File: src/rtl/id_issue_queue_pkg.sv
// Shared types for the ID/issue decoupling queue: the decoded entry carried
// from the decoder lanes to issue, plus small width helpers.
package id_issue_queue_pkg;

  typedef logic [15:0] sbe_t;

  typedef struct packed {
    sbe_t        sbe;
    logic [31:0] orig_instr;
    logic        is_ctrl_flow;
  } id_entry_t;

  // A one-entry buffer still needs a 1-bit pointer to declare.
  function automatic int unsigned ptr_width(input int unsigned depth);
    return (depth > 32'd1) ? $clog2(depth) : 32'd1;
  endfunction

endpackage

File: src/rtl/id_issue_queue_if.sv
// Decode-side and issue-side handshake bundle of the ID/issue queue.
// The master drives decode lanes, acks and flush; the slave is the queue.
interface id_issue_queue_if
  import id_issue_queue_pkg::*;
#(
  parameter int unsigned NrInPorts  = 2,
  parameter int unsigned NrOutPorts = 2,
  parameter int unsigned Depth      = 4
);
  localparam int unsigned CntW = $clog2(Depth + 1);

  logic                             flush_i;
  logic      [NrInPorts-1:0]        decode_valid_i;
  id_entry_t [NrInPorts-1:0]        decode_entry_i;
  logic      [NrInPorts-1:0]        decode_ready_o;
  logic      [NrOutPorts-1:0]       issue_valid_o;
  id_entry_t [NrOutPorts-1:0]       issue_entry_o;
  logic      [NrOutPorts-1:0]       issue_ack_i;
  logic      [CntW-1:0]             occupancy_o;

  modport master (
    output flush_i, decode_valid_i, decode_entry_i, issue_ack_i,
    input  decode_ready_o, issue_valid_o, issue_entry_o, occupancy_o
  );

  modport slave (
    input  flush_i, decode_valid_i, decode_entry_i, issue_ack_i,
    output decode_ready_o, issue_valid_o, issue_entry_o, occupancy_o
  );

endinterface

File: src/rtl/id_issue_queue_checker.sv
// Protocol checks for the ID/issue queue: lane prefixes, acks only on
// valid lanes, and occupancy never exceeding the buffer depth.
module id_issue_queue_checker #(
  parameter int unsigned NrOutPorts = 2,
  parameter int unsigned Depth      = 4,
  parameter int unsigned CntW       = 3
) (
  input logic                  clk_i,
  input logic                  rst_i,
  input logic                  valid_prefix_ok_i,
  input logic                  ack_prefix_ok_i,
  input logic [NrOutPorts-1:0] issue_ack_i,
  input logic [NrOutPorts-1:0] issue_valid_i,
  input logic [CntW-1:0]       count_i
);

  // Sampled once per cycle outside reset.
  always_ff @(posedge clk_i) begin
    if (!rst_i) begin
      assert (valid_prefix_ok_i);
      assert (ack_prefix_ok_i);
      assert ((issue_ack_i & ~issue_valid_i) == '0);
      assert (int'(count_i) <= int'(Depth));
    end
  end

endmodule

File: src/rtl/id_issue_queue_lane_popcount.sv
// Counts accepted decode lanes and acked issue lanes, and reports whether
// the valid/ack vectors form contiguous prefixes starting at lane 0.
module id_lane_popcount #(
  parameter int unsigned NrInPorts  = 2,
  parameter int unsigned NrOutPorts = 2,
  parameter int unsigned CntW       = 3
) (
  input  logic [NrInPorts-1:0]  decode_valid_i,
  input  logic [NrInPorts-1:0]  decode_ready_i,
  input  logic [NrOutPorts-1:0] issue_ack_i,
  output logic [CntW-1:0]       n_push_o,
  output logic [CntW-1:0]       n_pop_o,
  output logic                  valid_prefix_ok_o,
  output logic                  ack_prefix_ok_o
);

  // Decode-side count and prefix check.
  always_comb begin
    n_push_o          = '0;
    valid_prefix_ok_o = 1'b1;
    for (int i = 0; i < int'(NrInPorts); i++) begin
      n_push_o = n_push_o + CntW'(decode_ready_i[i]);
      if (i > 0) begin
        valid_prefix_ok_o = valid_prefix_ok_o & ~(decode_valid_i[i] & ~decode_valid_i[i-1]);
      end else begin
        valid_prefix_ok_o = valid_prefix_ok_o;
      end
    end
  end

  // Issue-side count and prefix check.
  always_comb begin
    n_pop_o         = '0;
    ack_prefix_ok_o = 1'b1;
    for (int j = 0; j < int'(NrOutPorts); j++) begin
      n_pop_o = n_pop_o + CntW'(issue_ack_i[j]);
      if (j > 0) begin
        ack_prefix_ok_o = ack_prefix_ok_o & ~(issue_ack_i[j] & ~issue_ack_i[j-1]);
      end else begin
        ack_prefix_ok_o = ack_prefix_ok_o;
      end
    end
  end

endmodule

File: src/rtl/id_issue_queue.sv
// Multi-lane ID/issue decoupling queue: a Depth-entry circular buffer with
// in-order multi-lane push and pop; acks free space for same-cycle pushes.
module id_issue_queue
  import id_issue_queue_pkg::*;
#(
  parameter int unsigned NrInPorts  = 2,
  parameter int unsigned NrOutPorts = 2,
  parameter int unsigned Depth      = 4
) (
  input logic             clk_i,
  input logic             rst_i,
  id_issue_queue_if.slave bus_io
);

  localparam int unsigned PtrW = ptr_width(Depth);
  localparam int unsigned CntW = $clog2(Depth + 1);

  logic [PtrW-1:0]       rd_ptr_q, rd_ptr_d, wr_ptr_q, wr_ptr_d;
  logic [CntW-1:0]       count_q, count_d;
  logic [CntW-1:0]       n_push, n_pop;
  logic                  valid_prefix_ok, ack_prefix_ok;
  logic [NrInPorts-1:0]  ready;
  logic [PtrW-1:0]       wr_idx [NrInPorts];
  int                    free;
  id_entry_t             mem_q [Depth];

  id_lane_popcount #(
    .NrInPorts (NrInPorts),
    .NrOutPorts(NrOutPorts),
    .CntW      (CntW)
  ) u_popcount (
    .decode_valid_i   (bus_io.decode_valid_i),
    .decode_ready_i   (ready),
    .issue_ack_i      (bus_io.issue_ack_i),
    .n_push_o         (n_push),
    .n_pop_o          (n_pop),
    .valid_prefix_ok_o(valid_prefix_ok),
    .ack_prefix_ok_o  (ack_prefix_ok)
  );

  // Acks retired this cycle count as free space for this cycle's pushes.
  always_comb begin
    free = int'(Depth) - int'(count_q) + int'(n_pop);
    for (int i = 0; i < int'(NrInPorts); i++) begin
      ready[i]  = bus_io.decode_valid_i[i] && (i < free) && !bus_io.flush_i && !rst_i;
      wr_idx[i] = PtrW'((int'(wr_ptr_q) + i) % int'(Depth));
    end
  end

  assign bus_io.decode_ready_o = ready;

  // Issue lanes read straight from state; no bypass of this cycle's writes.
  always_comb begin
    for (int j = 0; j < int'(NrOutPorts); j++) begin
      bus_io.issue_valid_o[j] = int'(count_q) > j;
      bus_io.issue_entry_o[j] = mem_q[PtrW'((int'(rd_ptr_q) + j) % int'(Depth))];
    end
  end

  assign bus_io.occupancy_o = count_q;

  // Next-state pointer and count arithmetic.
  always_comb begin
    wr_ptr_d = PtrW'((int'(wr_ptr_q) + int'(n_push)) % int'(Depth));
    rd_ptr_d = PtrW'((int'(rd_ptr_q) + int'(n_pop)) % int'(Depth));
    count_d  = CntW'(int'(count_q) + int'(n_push) - int'(n_pop));
  end

  // Control state; flush and reset both empty the queue.
  always_ff @(posedge clk_i) begin
    if (rst_i || bus_io.flush_i) begin
      rd_ptr_q <= '0;
      wr_ptr_q <= '0;
      count_q  <= '0;
    end else begin
      rd_ptr_q <= rd_ptr_d;
      wr_ptr_q <= wr_ptr_d;
      count_q  <= count_d;
    end
  end

  // Entry storage; ready already excludes reset and flush cycles.
  always_ff @(posedge clk_i) begin
    for (int i = 0; i < int'(NrInPorts); i++) begin
      if (ready[i]) begin
        mem_q[wr_idx[i]] <= bus_io.decode_entry_i[i];
      end
    end
  end

  id_issue_queue_checker #(
    .NrOutPorts(NrOutPorts),
    .Depth     (Depth),
    .CntW      (CntW)
  ) u_checker (
    .clk_i            (clk_i),
    .rst_i            (rst_i),
    .valid_prefix_ok_i(valid_prefix_ok),
    .ack_prefix_ok_i  (ack_prefix_ok),
    .issue_ack_i      (bus_io.issue_ack_i),
    .issue_valid_i    (bus_io.issue_valid_o),
    .count_i          (count_q)
  );

endmodule

File: src/flat_wrapper.sv
// flat-port wrapper written by rule: the top's interface ports become plain ports
module id_issue_queue_flat import id_issue_queue_pkg::*;
#(
  parameter int unsigned NrInPorts  = 2,
  parameter int unsigned NrOutPorts = 2,
  parameter int unsigned Depth      = 4
)
  (clk_i, rst_i, bus_io_flush_i, bus_io_decode_valid_i, bus_io_decode_entry_i, bus_io_issue_ack_i, bus_io_decode_ready_o, bus_io_issue_valid_o, bus_io_issue_entry_o, bus_io_occupancy_o);
  id_issue_queue_if #(.NrInPorts(NrInPorts), .NrOutPorts(NrOutPorts), .Depth(Depth)) bus_io_i ();
  input logic clk_i;
  input logic rst_i;
  input wire logic [$bits(bus_io_i.flush_i)-1:0] bus_io_flush_i;
  input wire logic [$bits(bus_io_i.decode_valid_i)-1:0] bus_io_decode_valid_i;
  input wire logic [$bits(bus_io_i.decode_entry_i)-1:0] bus_io_decode_entry_i;
  input wire logic [$bits(bus_io_i.issue_ack_i)-1:0] bus_io_issue_ack_i;
  output wire logic [$bits(bus_io_i.decode_ready_o)-1:0] bus_io_decode_ready_o;
  output wire logic [$bits(bus_io_i.issue_valid_o)-1:0] bus_io_issue_valid_o;
  output wire logic [$bits(bus_io_i.issue_entry_o)-1:0] bus_io_issue_entry_o;
  output wire logic [$bits(bus_io_i.occupancy_o)-1:0] bus_io_occupancy_o;
  assign bus_io_i.flush_i = bus_io_flush_i;
  assign bus_io_i.decode_valid_i = bus_io_decode_valid_i;
  assign bus_io_i.decode_entry_i = bus_io_decode_entry_i;
  assign bus_io_i.issue_ack_i = bus_io_issue_ack_i;
  assign bus_io_decode_ready_o = bus_io_i.decode_ready_o;
  assign bus_io_issue_valid_o = bus_io_i.issue_valid_o;
  assign bus_io_issue_entry_o = bus_io_i.issue_entry_o;
  assign bus_io_occupancy_o = bus_io_i.occupancy_o;
  id_issue_queue #(.NrInPorts(NrInPorts), .NrOutPorts(NrOutPorts), .Depth(Depth)) u_core (.clk_i(clk_i), .rst_i(rst_i), .bus_io(bus_io_i));
endmodule
File: config.mk
export PLATFORM = sky130hd
export DESIGN_NAME = id_issue_queue_flat
export DESIGN_NICKNAME = d
export VERILOG_FILES = /design/src/rtl/id_issue_queue_pkg.sv /design/src/rtl/id_issue_queue_if.sv /design/src/rtl/id_issue_queue_checker.sv /design/src/rtl/id_issue_queue_lane_popcount.sv /design/src/rtl/id_issue_queue.sv /design/src/flat_wrapper.sv
export SDC_FILE = /design/constraint.sdc
export NUM_CORES = 1
export LEC_CHECK = 0
export CAP_MARGIN = 20
export CORE_ASPECT_RATIO = 1.75
export CORE_MARGIN = 5
export CORE_UTILIZATION = 58
export DETAILED_ROUTE_END_ITERATION = 10
export GPL_ROUTABILITY_DRIVEN = 0
export GPL_TIMING_DRIVEN = 0
export HOLD_SLACK_MARGIN = 0.06
export PLACE_DENSITY = 0.94
export SYNTH_ARGS = -nofsm -noshare
export SYNTH_HDL_FRONTEND = slang
export SYNTH_HIERARCHICAL = 1
export SYNTH_SLANG_ARGS = --single-unit
File: constraint.sdc
create_clock -name clk_i -period 13.7 [get_ports clk_i]
set_clock_uncertainty 0.05 [all_clocks]
set_input_delay 1.37 -clock clk_i [delete_from_list [all_inputs] [get_ports clk_i]]
set_output_delay 1.37 -clock clk_i [all_outputs]
set_load 0.02 [all_outputs]
==> run metrics, run 1 <==
status complete, no violations; CTS tree done; Worst VDD drop 0.1056 mV; worst slew pin tran 1.068 ns; Initial Utilization 58.89%; CP required 12.28 ns; vias 7089; core area 19820 um2; die footprint 23180 um2; Top Metal Used met4; period utilization 43.43%; DR WL/cell 26.53 um; max frequency 168.1 MHz; largest net degree at the start of global routing 22; Resize count post-CTS 0; Net Sw Frac 25.74%; Setup Fix Bufs, Post-CTS 0; Crit path arrival time 4.53 ns; I/O Pins 210; Hold/Removal Path Class flop to flop; Root Driver clkbuf_16; CP Capture Type output port; Power Density 106.5 nW/um2; layout cells sized above 1 40.25%; Cell Area, Synth 11670 um2; CTS sink cnt 203; Initial DRT Pass Iterations 4; NetSw 0.0004083 W; Internal 0.001178 W; part of the power in registers 45.3%; Worst-path clk slew 0.06 ns; max-slew violation count 0; Hold-fix buffers, CTS 0; drt drc 0; final setup fails 0; Final Cell Area 14890 um2; Die W 117.3 um; clk buf depth 3; Gate Count Post-Synth 620; port bufs 209; setup TNS 0 ns; Global Route Usage Sum 25.73%; total wire length 29740 um; H-tree depth 1; Initial DRC Count 518; die height 197.7 um; synthesized area per cell 18.83 um2; startpoint types input pin; Final nets 981; first-pass GRT wire length 44870 um; DP Area 14300 um2; metal3 WL 2025 um; dpl hpwl 21540 um; layout filler cell count 1145; P_leak 4.958 nW; number of global-route vias before repair 7941; Final Hold Fails 0; Rel. slew slack 28.78%; initial antenna violation count 4; Syn. warnings 6; Setup CP Type input pin to output port; routed wl met2 16910 um; GR Overflow Total 0; combinational fraction of design power 23.2%; Max FO, Critical Path 3; post-route ant nets 0; max_cap viols 0; met1 WL 9705 um; clk_lat worst skew 0.48 ns; CTS buffer count 19; clock share of power 31.5%; RSZ-0062 raised after global routing false; num rows 68; Area growth, synth to finish 27.53%; vias per inst 6.324; Final min period 5.950 ns
placed cells by master, fill, tap and decap left out, types with 13 or more instances in the layout:
master,instances
edfxtp_1,196
clkbuf_16,19
mux2_4,66
clkbuf_1,14
mux4_2,98
ha_1,13
inv_1,14
clkdlybuf4s50_1,209
buf_6,20
mux2_1,22
mux2_2,108
flip-flops by register name, summed over array words and instances, names as in the netlist:
name                       cells
u_core/mem_q                 196
u_core/wr_ptr_q                2
u_core/bus_io.occupancy_o      3
u_core/rd_ptr_q                2
through the flow:
| step | setup slack, ns | power, W | utilization, % | instances | hold WS, ns |
|---|---|---|---|---|---|
| floorplan | 8.055 | 0.0009402 | - | 621 | 0.4992 |
| global placement | 5.495 | 0.001082 | 71.01 | 1075 | 0.5266 |
| detailed placement | 7.789 | 0.001100 | 72.11 | 1084 | 0.5321 |
| CTS | 7.777 | 0.001595 | 75.06 | 1117 | 0.5543 |
| global route | 7.605 | 0.001642 | 75.11 | 1121 | 0.5791 |
| finish | 7.750 | 0.001586 | 75.11 | 1121 | 0.5525 |
routing by layer:
layer / GRT usage, % / up-vias
met2: 48.68 / 326
li1: - / 3050
met4: 9.694 / 0
met1: 27.98 / 3648
met5: 0 / -
met3: 4.077 / 65
worst paths after layout:
| path | start | endpoint | slack (ns) | cells past startpoint |
|---|---|---|---|---|
| setup / recovery | bus_io_issue_ack_i[0] | bus_io_decode_ready_o[0] | 7.75 | 11 |
| hold / removal | u_core/rd_ptr_q[0]$_SDFF_PP0_ | u_core/rd_ptr_q[0]$_SDFF_PP0_ | 0.55 | 2 |
| setup reg to reg | u_core/bus_io.occupancy_o[0]$_SDFF_PP0_ | u_core/bus_io.occupancy_o[2]$_SDFF_PP0_ | 9.22 | 20 |
| hold reg to reg | u_core/rd_ptr_q[0]$_SDFF_PP0_ | u_core/rd_ptr_q[0]$_SDFF_PP0_ | 0.55 | 2 |
critical path: stages:
cell and delay [ns]:
clkdlybuf4s50_1 0.48, inv_1 0.05, ha_1 0.29, inv_1 0.11, ha_1 0.21, fa_1 0.46, nor2_1 0.11, o21ai_0 0.09
o31ai_1 0.62, inv_1 0.15, clkdlybuf4s50_1 0.59
power by group through the flow:
stage	logic [W]	clock network, W	registers [W]
3_5_place_dp	0.000368	0	0.000732
2_1_floorplan	0.000209	0	0.000731
6_report	0.000368	0.000499	0.000719
5_1_grt	0.000389	0.000533	0.000720
4_1_cts	0.000370	0.000506	0.000719
3_3_place_gp	0.000349	0	0.000733
area by class of cell:
class                   count  area, um2  area share, %
inverters                  14      52.55         0.3529
flip-flops and latches    203       6026          40.47
plain buffers              44      332.8          2.235
multi-input cells         360       5313          35.68
diodes                      4      10.01        0.06723
clock inverters            11      97.59         0.6555
repair buffers            218       2265          15.21
well taps                 245      306.5          2.059
clock buffers              22      486.7          3.269
No activity file was read; power rests on OpenSTA's default activity.
==> run 2: changes to the inputs <==
--- a/config.mk
+++ b/config.mk
@@ -8,12 +8,12 @@
 export CAP_MARGIN = 20
 export CORE_ASPECT_RATIO = 1.75
 export CORE_MARGIN = 5
-export CORE_UTILIZATION = 58
+export CORE_UTILIZATION = 48
 export DETAILED_ROUTE_END_ITERATION = 10
 export GPL_ROUTABILITY_DRIVEN = 0
 export GPL_TIMING_DRIVEN = 0
 export HOLD_SLACK_MARGIN = 0.06
-export PLACE_DENSITY = 0.94
+export PLACE_DENSITY = 0.84
 export SYNTH_ARGS = -nofsm -noshare
 export SYNTH_HDL_FRONTEND = slang
 export SYNTH_HIERARCHICAL = 1
==> constraint.sdc (replaced) <==
create_clock -name clk_i -period 5.2 [get_ports clk_i]
set_clock_uncertainty 0.05 [all_clocks]
set_input_delay 0.52 -clock clk_i [delete_from_list [all_inputs] [get_ports clk_i]]
set_output_delay 0.52 -clock clk_i [all_outputs]
set_load 0.02 [all_outputs]
==> run 2 against run 1 <==
  * Sequential share of layout area fell by 0.46 points
  * Global-route usage fell by 4.6 points
  * Clock power rose to 3.0 times the previous value
  * Via count fell by 2.2%
  * First-iteration DRC count fell by 25%
  * Critical path type is now input pin to flop
==> run metrics, run 2 (synthesis results as in run 1) <==
Max FO, Critical Path 3; commonest non-fill, non-tap cells in the layout 209 x clkdlybuf4s50_1, 196 x edfxtp_1, 108 x mux2_2; Initial DRT Pass Iterations 4; part of the power in registers 43.6%; final setup fails 0; Hold/Removal Path Class flop to flop; flop-to-flop setup slack 0.87 ns; die footprint 27660 um2; initial antenna violation count 3; Internal 0.003248 W; fin worst setup slack 0.7133 ns; Root Driver clkbuf_16; multi-input logic area 5313 um2; CP Cell Sequence clkdlybuf4s50_1, inv_1, ha_1, inv_1, ha_1, fa_1, nor2_1, o21ai_0, o31ai_1, inv_1, ha_1, inv_1, ha_1, inv_1, ha_1, inv_1, fa_1, xnor2_1, xnor2_1, xnor2_1, nor2_1; drt drc 0; Power Density 288.2 nW/um2; core area 24020 um2; final non-filler cell total 1184; NetSw 0.001092 W; max frequency 222.9 MHz; Rel. slew slack 38.48%; die height 216.3 um; WHS Endpoint u_core/bus_io.occupancy_o[2]$_SDFF_PP0_; CP required 5.53 ns; RR Endpoint u_core/bus_io.occupancy_o[2]$_SDFF_PP0_; combinational fraction of design power 22.1%; I/O Pins 210; post-route ant nets 0; Hold Startpoint u_core/bus_io.occupancy_o[2]$_SDFF_PP0_; worst slew pin tran 0.9227 ns; Initial Utilization 48.60%; Net Sw Frac 25.17%; most used cell, CP inv_1; number of global-route vias before repair 7739; GR Overflow Total 0; Initial DRC Count 391; Worst path max stage delay 0.56 ns; met1 Use GR 23.34%; dpl hpwl 21040 um; CTS sink cnt 203; CP Capture Type flop; worst slack, placed 0.2622 ns; period utilization 86.28%; CTS tree done; RSZ-0062 raised after global routing false; max FFs per register 196; port bufs 209; worst r2r src u_core/bus_io.occupancy_o[0]$_SDFF_PP0_; GR peak layer met2; kind of cell adding the most delay to the critical path adder cells; Storage cell area 6026 um2; Worst R2R Path Depth 20; largest net degree at the start of global routing 24; clk_lat worst skew 0.48 ns; Resize count post-CTS 0; worst hold path depth 2; Final min period 4.487 ns; Final Util 62.70%; setup TNS 0 ns; status complete, no violations; Hold-fix buffers, CTS 0; Final nets 981; Worst-path clk slew 0.06 ns; placed cells 1147; vias 6932; max-slew violation count 0; Area growth, synth to finish 29.01%; num rows 75; max_cap viols 0; crit path buf inv count 7; layout cells sized above 1 40.71%; CTS buffer count 19; vias per inst 5.855; clock share of power 34.3%; commonest non-fill, non-tap cell in the layout clkdlybuf4s50_1; layout filler cell count 1761; Setup CP Type input pin to flop; startpoint types input pin; H-tree depth 1; Die W 127.9 um; M2 GR Usage 40.15%; met3 Use GR 3.326%; total wire length 29180 um; slowest stage cell, crit path o31ai_1; P_leak 4.988 nW; DR WL/cell 24.65 um; first-pass GRT wire length 44780 um; Setup Fix Bufs, Post-CTS 0; Global Route Usage Sum 21.10%; Final Hold Fails 0; clk buf depth 3; Worst VDD drop 0.2155 mV; Crit path arrival time 4.81 ns
run 2: changes by cell type in the layout (fill, tap and decap cells not counted), sizes merged:
cell	previous run	this run
bufinv	1	4
clkbuf	33	30
clkinv	8	4
clkinvlp	1	5
run 2: metal layers:
metal / routed length, um / part of all wire, % / vias up
met2: 16460 / 56 / 219
met4: 880 / 3.0 / 0
met5: 0 / 0 / -
met3: 1635 / 5.6 / 54
met1: 10210 / 35 / 3608
li1: - / - / 3051
run 2: worst max path at each step:
stage | from | end | slack (ns) | cells past startpoint
2_1_floorplan | bus_io_issue_ack_i[0] | u_core/mem_q[0][0]$_DFFE_PP_ | 0.41 | 9
3_3_place_gp | bus_io_issue_ack_i[0] | u_core/mem_q[2][25]$_DFFE_PP_ | -2.47 | 10
3_5_place_dp | bus_io_issue_ack_i[0] | u_core/bus_io.occupancy_o[2]$_SDFF_PP0_ | 0.26 | 21
4_1_cts | bus_io_issue_ack_i[0] | u_core/bus_io.occupancy_o[2]$_SDFF_PP0_ | 0.75 | 21
5_1_grt | bus_io_issue_ack_i[0] | u_core/bus_io.occupancy_o[2]$_SDFF_PP0_ | 0.38 | 21
6_report | bus_io_issue_ack_i[0] | u_core/bus_io.occupancy_o[2]$_SDFF_PP0_ | 0.71 | 21
run 2: area by class of cell:
type | count | area share (%)
Timing Repair Buffer | 218 | 15.14
Multi-Input combinational cell | 360 | 35.27
Tap cell | 308 | 2.559
Buffer | 44 | 2.210
Clock buffer | 19 | 3.157
Antenna cell | 4 | 0.06646
Sequential cell | 203 | 40.01
Clock inverter | 14 | 1.246
Inverter | 14 | 0.3489
run 2: power by group through the flow:
| stage | Clock, W | Sequential [W] | Combinational, W |
|---|---|---|---|
| 2_1_floorplan | 0 | 0.00193 | 0.000550 |
| 3_3_place_gp | 0 | 0.00194 | 0.000932 |
| 3_5_place_dp | 0 | 0.00193 | 0.000965 |
| 4_1_cts | 0.00152 | 0.00189 | 0.000971 |
| 5_1_grt | 0.00159 | 0.00190 | 0.00102 |
| 6_report | 0.00149 | 0.00189 | 0.000960 |
run 2: worst register-to-register path: cells and delay by family (launching register included):
family                     cells  cell delay (ns)
AOI/OAI and AO/OA              2             0.68
xor gates and xnor gates       3             0.46
adders and majority gates      7             1.80
buffers and inverters          6             0.45
DFF                            1             0.49
and+or+nand+nor                2             0.29
run 2: stage by stage:
| stage | total power (W) | instance area [um2] | hold WS [ns] |
|---|---|---|---|
| 2_1_floorplan | 0.002477 | 11680 | 0.4992 |
| 3_3_place_gp | 0.002867 | 14160 | 0.5288 |
| 3_5_place_dp | 0.002893 | 14390 | 0.5374 |
| 4_1_cts | 0.004378 | 15050 | 0.5547 |
| 5_1_grt | 0.004506 | 15060 | 0.5856 |
| 6_report | 0.004340 | 15060 | 0.5499 |
